`src/rtl/seg7_pkg.sv`:
```
// Shared definitions for the multiplexed 7-segment scan driver:
// segment table, FSM state codes and polarity-aware "off" helpers.
package seg7_pkg;

    typedef logic [1:0] state_t;

    localparam state_t ST_IDLE  = 2'd0;
    localparam state_t ST_SCAN  = 2'd1;
    localparam state_t ST_GUARD = 2'd2;

    // Active-high {g,f,e,d,c,b,a}; lowercase b and d so they differ from 8 and 0.
    localparam logic [6:0] HEX_SEG [16] = '{
        7'h3F, 7'h06, 7'h5B, 7'h4F, 7'h66, 7'h6D, 7'h7D, 7'h07,
        7'h7F, 7'h6F, 7'h77, 7'h7C, 7'h39, 7'h5E, 7'h79, 7'h71
    };

    function automatic logic [6:0] seg_off(input bit active_low);
        return active_low ? 7'h7F : 7'h00;
    endfunction

    // Sized for the widest supported display; callers keep the low NUM_DIGITS bits.
    function automatic logic [7:0] dig_off(input bit active_low);
        return active_low ? 8'hFF : 8'h00;
    endfunction

endpackage

```
`src/rtl/seg7_scan_driver_hex_decode.sv`:
```
// Combinational hex nibble to active-high segment pattern.
module seg7_hex_decode
    import seg7_pkg::*;
(
    input  logic [3:0] nibble,
    output logic [6:0] pattern
);

    assign pattern = HEX_SEG[nibble];

endmodule

```
`src/rtl/seg7_scan_driver.sv`:
```
// Multiplexed 7-segment scan driver with guard interval, leading-zero
// blanking and frame-synchronous (tear-free) value updates.
module seg7_scan_driver
    import seg7_pkg::*;
#(
    parameter int NUM_DIGITS     = 4,
    parameter int REFRESH_DIV    = 50000,
    parameter int GUARD_CYCLES   = 16,
    parameter bit SEG_ACTIVE_LOW = 1'b1,
    parameter bit DIG_ACTIVE_LOW = 1'b1
) (
    input  logic                      clk,
    input  logic                      rst_n,
    input  logic                      enable,
    input  logic                      load,
    input  logic [4*NUM_DIGITS-1:0]   value,
    input  logic [NUM_DIGITS-1:0]     dp_in,
    input  logic                      blank_lz,
    output logic [6:0]                seg,
    output logic                      dp,
    output logic [NUM_DIGITS-1:0]     dig_sel,
    output logic                      frame_done
);

    localparam int IW      = (NUM_DIGITS > 1) ? $clog2(NUM_DIGITS) : 1;
    localparam int CNT_MAX = (REFRESH_DIV > GUARD_CYCLES) ? REFRESH_DIV : GUARD_CYCLES;
    localparam int CW      = $clog2(CNT_MAX);

    localparam logic [CW-1:0] DIV_LAST   = CW'(REFRESH_DIV - 1);
    localparam logic [CW-1:0] GUARD_LAST = CW'((GUARD_CYCLES > 0) ? GUARD_CYCLES - 1 : 0);
    localparam logic [IW-1:0] IDX_LAST   = IW'(NUM_DIGITS - 1);

    localparam logic [6:0]            SEG_OFF_V = seg_off(SEG_ACTIVE_LOW);
    localparam logic [7:0]            DIG_OFF_8 = dig_off(DIG_ACTIVE_LOW);
    localparam logic [NUM_DIGITS-1:0] DIG_OFF_V = DIG_OFF_8[NUM_DIGITS-1:0];
    localparam logic                  DP_OFF_V  = SEG_ACTIVE_LOW;

    state_t                    state;
    logic [IW-1:0]             idx;
    logic [CW-1:0]             cnt;

    logic [4*NUM_DIGITS-1:0]   act_value;
    logic [NUM_DIGITS-1:0]     act_dp;
    logic                      act_blank;
    logic [4*NUM_DIGITS-1:0]   sh_value;
    logic [NUM_DIGITS-1:0]     sh_dp;
    logic                      sh_blank;
    logic                      pending;

    logic                      slot_done;
    logic                      advance;
    logic                      frame_end;
    logic [IW-1:0]             next_idx;
    logic [3:0]                cur_nibble;
    logic [6:0]                cur_pattern;
    logic [NUM_DIGITS-1:0]     blank_vec;
    logic [NUM_DIGITS-1:0]     lit_onehot;

    // advance marks the last cycle of a slot (end of guard, or end of lit
    // time when there is no guard); frame_end is that edge on the last digit.
    always_comb begin
        slot_done = 1'b0;
        advance   = 1'b0;
        case (state)
            ST_SCAN: begin
                slot_done = (cnt == DIV_LAST);
                advance   = slot_done && (GUARD_CYCLES == 0);
            end
            ST_GUARD: advance = (cnt == GUARD_LAST);
            default: ;
        endcase
    end

    assign frame_end  = enable && advance && (idx == IDX_LAST);
    assign next_idx   = (idx == IDX_LAST) ? '0 : idx + 1'b1;
    assign cur_nibble = act_value[{idx, 2'b00} +: 4];
    assign lit_onehot = NUM_DIGITS'(1) << idx;

    seg7_hex_decode u_decode (
        .nibble  (cur_nibble),
        .pattern (cur_pattern)
    );

    // A digit is blanked when it and every more-significant nibble are zero;
    // digit 0 always shows so a zero value still reads "0".
    always_comb begin
        logic zeros_above;
        zeros_above = 1'b1;
        blank_vec   = '0;
        for (int i = NUM_DIGITS - 1; i >= 0; i--) begin
            zeros_above  = zeros_above && (act_value[4*i +: 4] == 4'h0);
            blank_vec[i] = act_blank && zeros_above && (i > 0);
        end
    end

    always_ff @(posedge clk or negedge rst_n) begin
        if (!rst_n) begin
            state <= ST_IDLE;
            idx   <= '0;
            cnt   <= '0;
        end else if (!enable) begin
            state <= ST_IDLE;
            idx   <= '0;
            cnt   <= '0;
        end else begin
            case (state)
                ST_IDLE: begin
                    state <= ST_SCAN;
                    idx   <= '0;
                    cnt   <= '0;
                end
                ST_SCAN: begin
                    if (slot_done) begin
                        cnt <= '0;
                        if (GUARD_CYCLES == 0) idx <= next_idx;
                        else                   state <= ST_GUARD;
                    end else begin
                        cnt <= cnt + 1'b1;
                    end
                end
                ST_GUARD: begin
                    if (advance) begin
                        cnt   <= '0;
                        idx   <= next_idx;
                        state <= ST_SCAN;
                    end else begin
                        cnt <= cnt + 1'b1;
                    end
                end
                default: begin
                    state <= ST_IDLE;
                    idx   <= '0;
                    cnt   <= '0;
                end
            endcase
        end
    end

    // Loads land in the shadow and wait for a frame boundary so a frame never
    // mixes old and new digits; with no frame running, or on the boundary
    // itself, the new value goes straight to the active set.
    always_ff @(posedge clk or negedge rst_n) begin
        if (!rst_n) begin
            act_value <= '0;
            act_dp    <= '0;
            act_blank <= 1'b0;
            sh_value  <= '0;
            sh_dp     <= '0;
            sh_blank  <= 1'b0;
            pending   <= 1'b0;
        end else begin
            if (load) begin
                sh_value <= value;
                sh_dp    <= dp_in;
                sh_blank <= blank_lz;
            end
            if (load && (!enable || frame_end)) begin
                act_value <= value;
                act_dp    <= dp_in;
                act_blank <= blank_lz;
                pending   <= 1'b0;
            end else if (load) begin
                pending <= 1'b1;
            end else if (frame_end && pending) begin
                act_value <= sh_value;
                act_dp    <= sh_dp;
                act_blank <= sh_blank;
                pending   <= 1'b0;
            end
        end
    end

    // Gating on enable lets the pins go dark on the same edge the FSM drops to IDLE.
    always_ff @(posedge clk or negedge rst_n) begin
        if (!rst_n) begin
            seg        <= SEG_OFF_V;
            dp         <= DP_OFF_V;
            dig_sel    <= DIG_OFF_V;
            frame_done <= 1'b0;
        end else begin
            frame_done <= frame_end;
            if (enable && (state == ST_SCAN)) begin
                dig_sel <= DIG_ACTIVE_LOW ? ~lit_onehot : lit_onehot;
                seg     <= blank_vec[idx] ? SEG_OFF_V
                                          : (SEG_ACTIVE_LOW ? ~cur_pattern : cur_pattern);
                dp      <= act_dp[idx] ^ SEG_ACTIVE_LOW;
            end else begin
                seg     <= SEG_OFF_V;
                dp      <= DP_OFF_V;
                dig_sel <= DIG_OFF_V;
            end
        end
    end

endmodule
```
`config.mk`:
```
export PLATFORM = sky130hd
export DESIGN_NAME = seg7_scan_driver
export DESIGN_NICKNAME = d
export VERILOG_FILES = /design/src/rtl/seg7_pkg.sv /design/src/rtl/seg7_scan_driver_hex_decode.sv /design/src/rtl/seg7_scan_driver.sv
export SDC_FILE = /design/constraint.sdc
export NUM_CORES = 1
export LEC_CHECK = 0
export ABC_AREA = 1
export CAP_MARGIN = 20
export CORE_MARGIN = 1
export CORE_UTILIZATION = 30
export CTS_CLUSTER_DIAMETER = 120
export DETAILED_ROUTE_END_ITERATION = 8
export PLACE_DENSITY_LB_ADDON = 0.12
export SETUP_SLACK_MARGIN = 0.2
export SLEW_MARGIN = 20
export SYNTH_ARGS = -nofsm -noshare
export SYNTH_HDL_FRONTEND = slang
export SYNTH_SLANG_ARGS = --single-unit
```
`constraint.sdc`:
```
create_clock -name clk -period 4.9 [get_ports clk]
set_input_delay 0.98 -clock clk [delete_from_list [all_inputs] [get_ports clk]]
set_output_delay 0.98 -clock clk [all_outputs]
set_load 0.005 [all_outputs]
```
## Word-level counts from Yosys, hierarchy flattened

Memory sizes are Yosys's and may differ from the RTL's.
Cells that the tools add are included.

| operators by class | value |
|---|---|
| add/subtract/negate cells | 2 |
| multiply operators | 0 |
| divide/modulo/power cells | 0 |
| $lt $le $gt $ge | 2 |
| equal/unequal tests | 9 |
| shifts and indexed selects | 2 |
| multiplexer cells | 36 |
| bitwise logic cells | 4 |
| reduce and logical (&&, ||, !) cells | 21 |

Operators by type and width:

| kind | count |
|---|---|
| $mux 16 | 6 |
| $pmux 16 s2 | 1 |
| $mux 7 | 4 |
| $add 16x1->16 const B | 1 |
| $eq 16x16->1 const B | 1 |
| $eq 16x4->1 const B | 1 |
| $mux 4 | 4 |
| $shiftx 16x5->4 | 1 |
| $logic_not 4->1 | 3 |
| $mux 2 | 6 |
| $mux 1 | 11 |
| $logic_and 1x1->1 | 10 |
| $not 7->7 | 1 |
| $ne 3x3->1 const B | 2 |
| $pmux 2 s3 | 1 |
| $reduce_and 2->1 | 3 |
| $ge 5x5->1 const B | 1 |
| $not 4->5 | 1 |
| $bmux 1 s2 | 2 |
| $eq 2x2->1 const B | 2 |
| $not 4->4 | 1 |
| $pmux 2 s2 | 1 |
| $shl 1x2->4 const A | 1 |
| $lt 2x3->1 const B | 1 |
| 10 further kinds | 10 |

| word-level totals | value |
|---|---|
| register bits | 76 |
| latch bits | 0 |
| bits in writable memories | 0 |
| ROM bits | 112 |
| bits of input ports | 25 |
| output and inout bits | 13 |
| memories kept | 1 |

Memories:

| memory | words | width | read ports | clocked after Yosys merged registers in | write ports | line | text |
|---|---|---|---|---|---|---|---|
| (no name shown) | 16 | 7 | 1 | 0 | 0 | seg7_scan_driver_hex_decode.sv:9 | `assign pattern = HEX_SEG[nibble];` |

## Longest topological paths before layout

Gate-level depths: netlist (run 1).

| depth | value |
|---|---|
| word-level depth | 8 |
| gate-level depth with buffers | 11 |
| depth with buffers taken out | 10 |

## Modules after synthesis

Synthesis (run 1) repeated with hierarchy kept, for this count alone.

| unflattened totals | value |
|---|---|
| cell total of the unflattened synthesis | 533 |
| area, all modules | 4160.2 µm² |

Modules (own cells, without submodules):

| module | times used | cells an instance | area each (µm²) | sequential area each (µm²) |
|---|---|---|---|---|
| seg7_scan_driver | 1 | 481 | 3890.0 | 1916.8 |
| seg7_hex_decode | 1 | 52 | 270.3 | 0.0 |

## Least setup slack after synthesis (run 1)

No wires, ideal clock.

| timing path | value |
|---|---|
| path kind | input port to flip-flop |
| start point | input port enable |
| end point | register act_value[10] |
| arrival | 1704 ps |
| required time | 4778 ps |
| path slack | 3073 ps |
| stages on the path | 8 |
| buffers on the path | 1 |
| cell sequence | nand2_1 inv_1 nand4_2 nand2_2 nand2_4 buf_6 nand2_1 nand3_2 |

| on the way | value |
|---|---|
| word-level cells in the longest chain between the ends | 6 |

Ends and longest elaborated chain:

| item | line | text |
|---|---|---|
| start: declaration | seg7_scan_driver.sv:14 | `input logic enable,` |
| $logic_and 1x1->1 (2 in series) | seg7_scan_driver.sv:74 | `assign frame_end = enable && advance && (idx == IDX_LAST);` |
| $logic_or 1x1->1 | seg7_scan_driver.sv:157 | `if (load && (!enable \|\| frame_end)) begin` |
| $logic_and 1x1->1 | seg7_scan_driver.sv:157 |  |
| $ne 2x1->1 (no source line) / $reduce_bool 2->1 (equally long branches) | - |  |
| $reduce_and 2->1 (no source line) | - |  |
| end signal: assignment | seg7_scan_driver.sv:158 | `act_value <= value;` |
| end signal: assignment | seg7_scan_driver.sv:165 | `act_value <= sh_value;` |
| end: declaration | seg7_scan_driver.sv:42 | `logic [4*NUM_DIGITS-1:0] act_value;` |

Several ways; a longest one is shown, not always the timed one.
A chain may end at the register's enable or synchronous reset.

## Worst setup path after layout (run 1)

| timing path | value |
|---|---|
| start point | input port enable |
| end point | register act_value[6] |

The elaborated chain is that of the path after synthesis.

==> results of run 1 <==
area by class of cell:
type	instances	area (um2)	share of cell area, %
clock buffers	10	239.0	4.684
clock inverters	6	111.4	2.182
inverters	60	225.2	4.414
multi-input cells	350	1987	38.94
flip-flops and latches	76	1917	37.57
well taps	180	225.2	4.414
repair buffers	39	397.9	7.798
per-layer routing:
metal,GRT usage (%),up-vias
li1,-,1683
met1,18.56,1567
met5,0,-
met3,3.371,11
met2,24.68,50
met4,5.787,0
metrics by stage:
stage                     total power [uW]  utilization, %  cell area (um2)  setup slack, ns  instances
after CTS                             1921           36.42             5075            1.971        720
after global placement                1120           33.91             4725            1.725        704
after detailed placement              1126           33.91             4725            1.629        704
after floorplan                       1002               -             4289            3.073        506
final                                 1890           36.62             5102            2.028        721
after global routing                  2011           36.62             5102            1.790        721
placed cells by master (no fill, tap or decap), types with 2 or more instances in the layout:
| cell type | netlist | layout |
|---|---|---|
| nand3_2 | 35 | 35 |
| nand2_1 | 98 | 98 |
| buf_4 | 1 | 2 |
| nand3_1 | 51 | 51 |
| nand2_2 | 8 | 8 |
| nor3_1 | 6 | 6 |
| nor2_1 | 41 | 41 |
| a21oi_1 | 3 | 3 |
| o22ai_1 | 2 | 2 |
| xor2_1 | 4 | 4 |
| bufinv_16 | 0 | 3 |
| inv_1 | 51 | 51 |
| o21ai_1 | 9 | 9 |
| dfstp_2 | 12 | 12 |
| nor2_2 | 25 | 25 |
| o21ai_2 | 2 | 2 |
| clkbuf_16 | 0 | 9 |
| ha_1 | 15 | 15 |
| nand4_1 | 4 | 4 |
| o211ai_1 | 4 | 4 |
| dfrtp_1 | 64 | 64 |
| inv_2 | 9 | 9 |
| clkdlybuf4s50_1 | 0 | 35 |
| o21ai_0 | 35 | 35 |
| xnor2_1 | 4 | 4 |
where the power goes:
group | total, uW | switching [uW] | internal [uW]
clock | 776 | 265 | 511
combinational | 363 | 219 | 144
sequential | 752 | 46.3 | 705
worst paths after layout:
path	to	cells past startpoint	slack, ns
worst max register to register	act_value[6]	8	2.33
worst min-delay path	cnt[0]	1	0.47
min in group asynchronous	cnt[11]	1	0.55
worst min register to register	cnt[0]	1	0.47
worst max-delay path	act_value[6]	8	2.03
max in group asynchronous	sh_value[4]	2	3.77
registers in the layout, indices dropped and copies added, names as in the netlist:
signal      flops
seg             7
sh_value       16
dig_sel         4
act_blank       1
act_value      16
pending         1
dp              1
cnt            16
act_dp          4
sh_blank        1
frame_done      1
idx             2
state           2
sh_dp           4
logic make-up (layout without fill, tap and decap cells):
family,Yosys count,in the layout,synth area share (%)
and+or+nand+nor,272,272,33.43
buffers and inverters,80,115,8.985
DFF,76,76,44.69
AOI/OAI and AO/OA,55,55,6.884
adders and majority gates,15,15,4.376
xor gates and xnor gates,8,8,1.633
==> reports/metrics.csv, run 1 <==
stage;metric;value;unit
drt;WL final;9.521;mm
synth;Avg Cell Area, Syn;8.477;um2
flow_run;Max-Cap Viols;0;
clock_tree;Clock Pin Slew Worst Setup and Hold Paths;0.06;ns
synth;Synth Flop Type;dfrtp_1;
sta;Fin. Hold Viols;0;
clock_tree;Post-CTS Setup Inserts;0;
setup_path;Startpoint Class;input pin;
sta;unrepaired setup endpoints after global routing;false;
drt;max layer used;met4;
grt;largest net degree at the start of global routing;77;
drt;DRC;0;
sta;hold_ws;0.4715;ns
synth;Synth Register Bits;76;
setup_path;most frequent CP cell;nand2_1;
floorplanning;Die Y;121.6;um
min_path;Hold Crit Class;flop to flop;
setup_path;CP bufs+invs;2;
setup_path;Worst Setup End Kind;flop;
sta;setup_tns;0;ns
synth;commonest cells in the netlist;nand2_1, dfrtp_1, inv_1, nand3_1, nor2_1;
synth;asr flop ratio synth;100.0;%
drt;WL/cell;13.21;um
drt;routed length on met1;4.572;mm
drt;Via Count;3311;
synth;post-synthesis sequential area ratio;44.69;%
floorplanning;Core Area;0.01393;mm2
setup_path;CP Launch Point;enable;
floorplanning;die width;121.6;um
drt;DR iter-0 viols;189;
setup_path;Max Fanout on Critical Path;43;
sta;max-slew violations;0;
setup_path;CP Data Required Time;5.12;ns
setup_path;worst flop-to-flop path startpoint;idx[0];
drt;met3 wire len;322;um
sta;fmax;348.2;MHz
setup_path;worst setup path class;input pin to flop;
synth;post-synthesis cell count;506;
grt;global-route wire length before repair;16.99;mm
synth;leading area contributor after synthesis;dfrtp_1;
floorplanning;Row Count;43;
sta;final worst path period share;58.60;%
setup_path;crit path cell chain;clkdlybuf4s50_1, nand2_1, inv_1, nand4_2, nand2_2, nand2_4, nand2_1, nand3_2;
placement;GP Congestion;0.7921;
grt;GRT Residual Overflow;0;
synth;area share of the largest cell type after synthesis;37.34;%
clock_tree;Num CTS Buffers;9;
sta;minimum clock period;2.872;ns
sta;final clock skew;0.005848;ns
synth;number of flops mapped to enable cells by yosys;0;
sta;headroom to the max-slew limit;53.04;%
clock_tree;clock latency on the worst-skew pair;0.34;ns
setup_path;Largest delay share family, worst path;simple AND/OR/NAND/NOR gates;
floorplanning;Die ar.;0.01478;mm2
drt;Met2 Wirelength;4.472;mm
layout;share of cells above drive strength 1;21.26;%
layout;number of fill cells;1487;
clock_tree;CTS tree;done;
grt;GRT Overall Usage;14.82;%
drt;post-route ant nets;0;
floorplanning;Starting Density;30.78;%
synth;Mapped Area;0.004289;mm2
pwr;leak pwr;0.002327;uW
clock_tree;Root Buffer;clkbuf_16;
clock_tree;CTS Buffer Depth;2;
floorplanning;IO Pins;38;
setup_path;WP data arrival;3.10;ns
drt;first-pass iteration count of the detailed router;4;
sta;final setup violating endpoints;0;
clock_tree;post-CTS resize count;0;
synth;count leader, synth;nand2_1;
grt;initial antenna violation count;0;
setup_path;critical path's slowest cell;clkdlybuf4s50_1;
min_path;hold wc startpoint;cnt[0];
synth;Area contributors post-synth;dfrtp_1, nand2_1, nand3_2;
layout;number of diodes;0;
drt;Vias per Instance;4.592;
placement;port buffer count;37;
outcome;outcome;finished clean;
pwr;VDD IR-drop max;0.0001622;V
sta;Tightest Pin Transition;0.7036;ns
synth;Distinct cells, synth;29;
layout;Net count, final;576;
pwr;power density cells;370.5;mW/mm2
grt;vias in the first global route;3554;
synth;yosys warns;0;
clock_tree;CTS HTree Levels;3;
clock_tree;hold_buf cts;0;
clock_tree;# clock sinks;76;
setup_path;crit-path max cell delay;0.60;ns
placement;Final HPWL DP;6.489;mm
synth;Synthesized Nets;546;
layout;synthesis-to-finish area growth;18.96;%
Note: power is estimated with default switching activity, not from simulation.
==> inputs of run 2 (changes only) <==
==> constraint.sdc (replaced) <==
create_clock -name clk -period 2.8 [get_ports clk]
set_input_delay 0.56 -clock clk [delete_from_list [all_inputs] [get_ports clk]]
set_output_delay 0.56 -clock clk [all_outputs]
set_load 0.005 [all_outputs]
==> run 2 against run 1 <==
- global-route usage down 0.28 points
- hold slack worse by 0.086 ns
- critical path type is now flop to flop
- power up 65%
- register-to-register slack worse by 1.7 ns
- clock skew about the same
- largest cell class unchanged
- setup slack worse by 1.4 ns
- sequential power up 74%
- non-clock buffer count up 3
- critical path depth up 2
- combinational power up 79%
- final area down 1.1%
==> reports/metrics.csv, run 2 (synthesized netlist as in run 1, its figures left out) <==
stage;metric;value;unit
sta;headroom to the max-slew limit;35.38;%
layout;Net count, final;579;
drt;DRC;0;
pwr;clock share of power;37.1;%
setup_path;Max Fanout on Critical Path;21;
grt;initial antenna violation count;0;
layout;post-layout util;36.22;%
floorplanning;Die ar.;0.01478;mm2
setup_path;worst setup path class;flop to flop;
floorplanning;Starting Density;30.78;%
placement;Setup WS pre-CTS;0.4682;ns
clock_tree;CTS tree;done;
sta;max-slew violations;0;
sta;setup_tns;0;ns
placement;Final HPWL DP;6.493;mm
layout;number of diodes;0;
drt;Vias per Instance;4.561;
setup_path;Startpoint Class;flop;
clock_tree;post-CTS resize count;0;
clock_tree;Num CTS Buffers;9;
pwr;switching pwr;938.7;uW
layout;synthesis-to-finish area growth;17.68;%
sta;fmax;465.7;MHz
layout;fin area;0.005047;mm2
flow_run;Max-Cap Viols;0;
floorplanning;die width;121.6;um
clock_tree;hold_buf cts;0;
setup_path;CP Data Required Time;3.08;ns
floorplanning;Core Area;0.01393;mm2
pwr;VDD IR-drop max;0.0003252;V
placement;GP Congestion;0.8267;
pwr;power density cells;616.7;mW/mm2
placement;Placement Cell Area;0.004755;mm2
setup_path;Worst Setup End Kind;flop;
layout;number of fill cells;1462;
layout;Largest regs;act_value: 16 flops, cnt: 16 flops, sh_value: 16 flops;
drt;WL final;9.415;mm
grt;largest net degree at the start of global routing;75;
floorplanning;Die Y;121.6;um
setup_path;WP data arrival;2.42;ns
layout;share of cells above drive strength 1;21.69;%
clock_tree;clock latency on the worst-skew pair;0.34;ns
min_path;Hold Crit Class;input pin to asynchronous set/reset pin;
floorplanning;Row Count;43;
clock_tree;Clock Pin Slew Worst Setup and Hold Paths;0.06;ns
sta;worst setup margin;0.6528;ns
clock_tree;Root Buffer;clkbuf_16;
grt;vias in the first global route;3374;
drt;Via Count;3302;
drt;WL/cell;13.00;um
grt;GRT Overall Usage;14.53;%
sta;final worst path period share;76.68;%
sta;unrepaired setup endpoints after global routing;false;
sta;final clock skew;0.006262;ns
drt;first-pass iteration count of the detailed router;4;
pwr;leak pwr;0.002303;uW
grt;GRT Residual Overflow;0;
layout;Finished Layout Cells;724;
clock_tree;# clock sinks;76;
pwr;Net Sw Frac;30.16;%
drt;post-route ant nets;0;
grt;global-route wire length before repair;16.53;mm
sta;final setup violating endpoints;0;
floorplanning;IO Pins;38;
drt;DR iter-0 viols;184;
sta;Tightest Pin Transition;0.9693;ns
sta;minimum clock period;2.147;ns
outcome;outcome;finished clean;
clock_tree;CTS Buffer Depth;2;
layout;most common cell after layout, fill and taps aside;nand2_1;
placement;Cells after DPL;708;
pwr;P_int;2174;uW
clock_tree;Post-CTS Setup Inserts;0;
sta;Fin. Hold Viols;0;
clock_tree;CTS HTree Levels;3;
pwr;Comb pwr share;20.9;%
pwr;share of power burned in registers;42.0;%
placement;port buffer count;37;
layout;most frequent cells in the layout;nand2_1, dfrtp_1, nand3_1, inv_1, nor2_1;
run 2: per-layer routing:
metal / up-vias / global-route usage [%] / wire (um)
li1: 1691 / - / -
met4: 0 / 5.324 / 144
met1: 1551 / 19.09 / 4599
met5: - / 0 / 0
met3: 9 / 3.886 / 331
met2: 51 / 22.83 / 4339
run 2: power by group through the flow:
| stage | sequential, uW | clock, uW | combinational [uW] |
|---|---|---|---|
| floorplan | 1310 | 0 | 442 |
| global placement | 1320 | 0 | 643 |
| detailed placement | 1330 | 0 | 652 |
| CTS | 1310 | 1190 | 656 |
| global route | 1320 | 1240 | 749 |
| finish | 1310 | 1160 | 649 |
run 2: final timing paths:
check	depth (start not counted)	end	slack, ns	startpoint
max	10	act_dp[0]	0.65	state[0]
min	1	cnt[3]	0.39	rst_n
max reg2reg	10	act_dp[0]	0.65	state[0]
min reg2reg	1	cnt[0]	0.45	cnt[0]
max in group asynchronous	2	dig_sel[1]	1.70	rst_n
min in group clk	1	cnt[0]	0.45	cnt[0]
run 2: final cells by class:
type | count | area (um2) | area share, %
multi-input cells | 350 | 1987 | 39.37
repair buffers | 42 | 400.4 | 7.933
clock inverters | 7 | 67.56 | 1.339
inverters | 60 | 225.2 | 4.462
clock buffers | 9 | 225.2 | 4.462
flip-flops and latches | 76 | 1917 | 37.98
well taps | 180 | 225.2 | 4.462
run 2: per-stage QoR:
step                      power, uW  hold WS (ns)
after floorplan                1754        0.2644
after global placement         1968        0.4529
after CTS                      3159        0.4176
after detailed placement       1982        0.4514
final                          3113        0.3855
after global routing           3312        0.4625
run 2: worst max-delay path, stage by stage (launching register included):
cell,delay (ns)
dfrtp_1,0.42
inv_1,0.10
ha_1,0.25
nand2_1,0.07
nor2_1,0.08
nand3_1,0.10
nor2_2,0.10
nand3_2,0.54
nor2_1,0.26
nand2_1,0.07
nand3_1,0.10
==> inputs of run 3 (changes only) <==
==> constraint.sdc (replaced) <==
create_clock -name clk -period 1.9 [get_ports clk]
set_input_delay 0.38 -clock clk [delete_from_list [all_inputs] [get_ports clk]]
set_output_delay 0.38 -clock clk [all_outputs]
set_load 0.005 [all_outputs]
==> run 3 against run 2 <==
- hold slack improved by 0.11 ns
- register-to-register slack worse by 0.50 ns
- combinational power grew 110%
- die area did not move
- clock power grew 51%
- routed wire length rose by 15%
- first-iteration DRC count fell by 4.9%
- cell count grew 5.1%
- critical endpoint is now act_value[12]
==> reports/metrics.csv, run 3 (synthesized netlist as in run 1, its figures left out) <==
stage;metric;value;unit
outcome;outcome;finished clean;
setup_path;Max Fanout on Critical Path;5;
placement;port buffer count;37;
sta;minimum clock period;1.748;ns
min_path;Hold Crit Class;input pin to flop;
clock_tree;CTS tree;done;
clock_tree;# clock sinks;76;
floorplanning;Core Area;0.01393;mm2
layout;Finished Layout Cells;761;
grt;largest net degree at the start of global routing;49;
sta;headroom to the max-slew limit;73.88;%
setup_path;CP Data Required Time;2.12;ns
layout;post-layout util;42.47;%
layout;Largest regs;act_value: 16 flops, cnt: 16 flops, sh_value: 16 flops;
grt;initial antenna violation count;0;
pwr;leak pwr;0.002617;uW
drt;post-route ant nets;0;
placement;GP Congestion;0.8097;
sta;unrepaired setup endpoints after global routing;true;
sta;Tightest Pin Transition;0.3919;ns
grt;vias in the first global route;3543;
placement;Cells after DPL;716;
sta;final worst path period share;92.01;%
layout;Net count, final;616;
clock_tree;CTS Buffer Depth;2;
layout;number of diodes;0;
sta;final clock skew;0.006397;ns
placement;Final HPWL DP;6.885;mm
pwr;VDD IR-drop max;0.0005214;V
sta;final setup violating endpoints;0;
floorplanning;IO Pins;38;
layout;most common cell after layout, fill and taps aside;nand2_1;
layout;most frequent cells in the layout;nand2_1, dfrtp_1, inv_1, nand3_1, nor2_1;
drt;DRC;0;
clock_tree;CTS HTree Levels;3;
clock_tree;Num CTS Buffers;9;
sta;Fin. Hold Viols;0;
floorplanning;Row Count;43;
flow_run;Max-Cap Viols;0;
drt;WL final;10.81;mm
drt;DR iter-0 viols;175;
floorplanning;Die ar.;0.01478;mm2
floorplanning;Die Y;121.6;um
drt;first-pass iteration count of the detailed router;4;
layout;number of fill cells;1382;
drt;Vias per Instance;4.665;
setup_path;Worst Setup End Kind;flop;
setup_path;worst setup path class;flop to flop;
floorplanning;Starting Density;30.78;%
drt;Via Count;3550;
grt;GRT Residual Overflow;0;
clock_tree;clock latency on the worst-skew pair;0.34;ns
sta;setup_tns;0;ns
setup_path;Startpoint Class;flop;
pwr;power density cells;855.9;mW/mm2
floorplanning;die width;121.6;um
layout;synthesis-to-finish area growth;37.98;%
sta;fmax;572.0;MHz
setup_path;WP data arrival;1.97;ns
layout;share of cells above drive strength 1;33.39;%
clock_tree;Clock Pin Slew Worst Setup and Hold Paths;0.06;ns
clock_tree;Root Buffer;clkbuf_16;
grt;GRT Overall Usage;15.16;%
sta;max-slew violations;0;
drt;WL/cell;14.20;um
grt;global-route wire length before repair;17.30;mm
==> run 3: changes by cell type in the layout (fill, tap and decap cells not counted), moves of 5 or more <==
cell	previous run	this run
nor2_4	1	20
buf_4	6	23
nand2_1	98	81
nor2_2	25	9
clkdlybuf4s50_1	35	23
dlygate4sd2_1	0	12
nand2_2	8	19
buf_12	0	9
ha_1	15	8
nand2_4	1	7
clkbuf_16	9	14
ha_4	0	5
==> run 3: what timing repair did <==
action | in CTS | in global routing
pin swaps | 5 | 25
gates resized for setup | 31 | 73
setup endpoints to repair | 52 | 46
buffers inserted | 7 | 12
endpoints found under the hold margin | 16 | 0
hold buffers | 1 | 0
cloned | 1 | 8
==> run 3: final cells by class <==
type,instances,area [um2],area share [%]
Clock buffer,11,252.7,4.271
Clock inverter,5,50.05,0.8457
Inverter,60,237.7,4.017
Multi-Input combinational cell,351,2342,39.58
Tap cell,180,225.2,3.805
Sequential cell,76,1917,32.39
Timing Repair Buffer,78,893.4,15.10
==> run 3: per-stage QoR <==
step / total power [uW] / hold slack, ns / worst slack (ns) / instance area, um2
4_1_cts: 4846 / 0.4708 / 0.1643 / 5359
3_3_place_gp: 2936 / 0.3341 / 0.03890 / 4902
3_5_place_dp: 2965 / 0.3338 / 0.01226 / 4902
2_1_floorplan: 2584 / 0.08441 / 0.2785 / 4289
6_report: 5065 / 0.4935 / 0.1518 / 5918
5_1_grt: 5372 / 0.4952 / 0.03196 / 5918
==> run 3: path summary, 6_finish.rpt <==
kind                                start             to  slack [ns]  cells past startpoint
worst max register to register   state[0]  act_value[12]        0.15                     11
max in group asynchronous           rst_n   act_value[5]        0.80                      3
worst max-delay path             state[0]  act_value[12]        0.15                     11
worst min-delay path                 load        pending        0.49                      3
min in group asynchronous           rst_n        cnt[12]        0.50                      2
worst min register to register  act_blank      act_blank        0.53                      2
==> run 3: power breakdown <==
group,internal [uW],switching (uW)
sequential,1820,111
combinational,615,774
clock,1080,667
total,3510,1550
==> run 3: worst max-delay path, stage by stage (launching register included) <==
cell and delay, ns:
dfrtp_1 0.39, inv_2 0.09, ha_4 0.14, buf_4 0.11, nand3_2 0.09, nor2_4 0.14
nand3_4 0.10, nor2_4 0.13, nand2_4 0.11, clkbuf_16 0.18, nand3_1 0.09, nand3_2 0.06
==> run 3: routing by layer <==
layer	part of all wire (%)	global-route usage [%]	up-vias
met1	46	18.48	1723
met4	1.3	5.093	0
li1	-	-	1773
met2	50	26.10	44
met5	0	0	-
met3	2.7	3.652	10
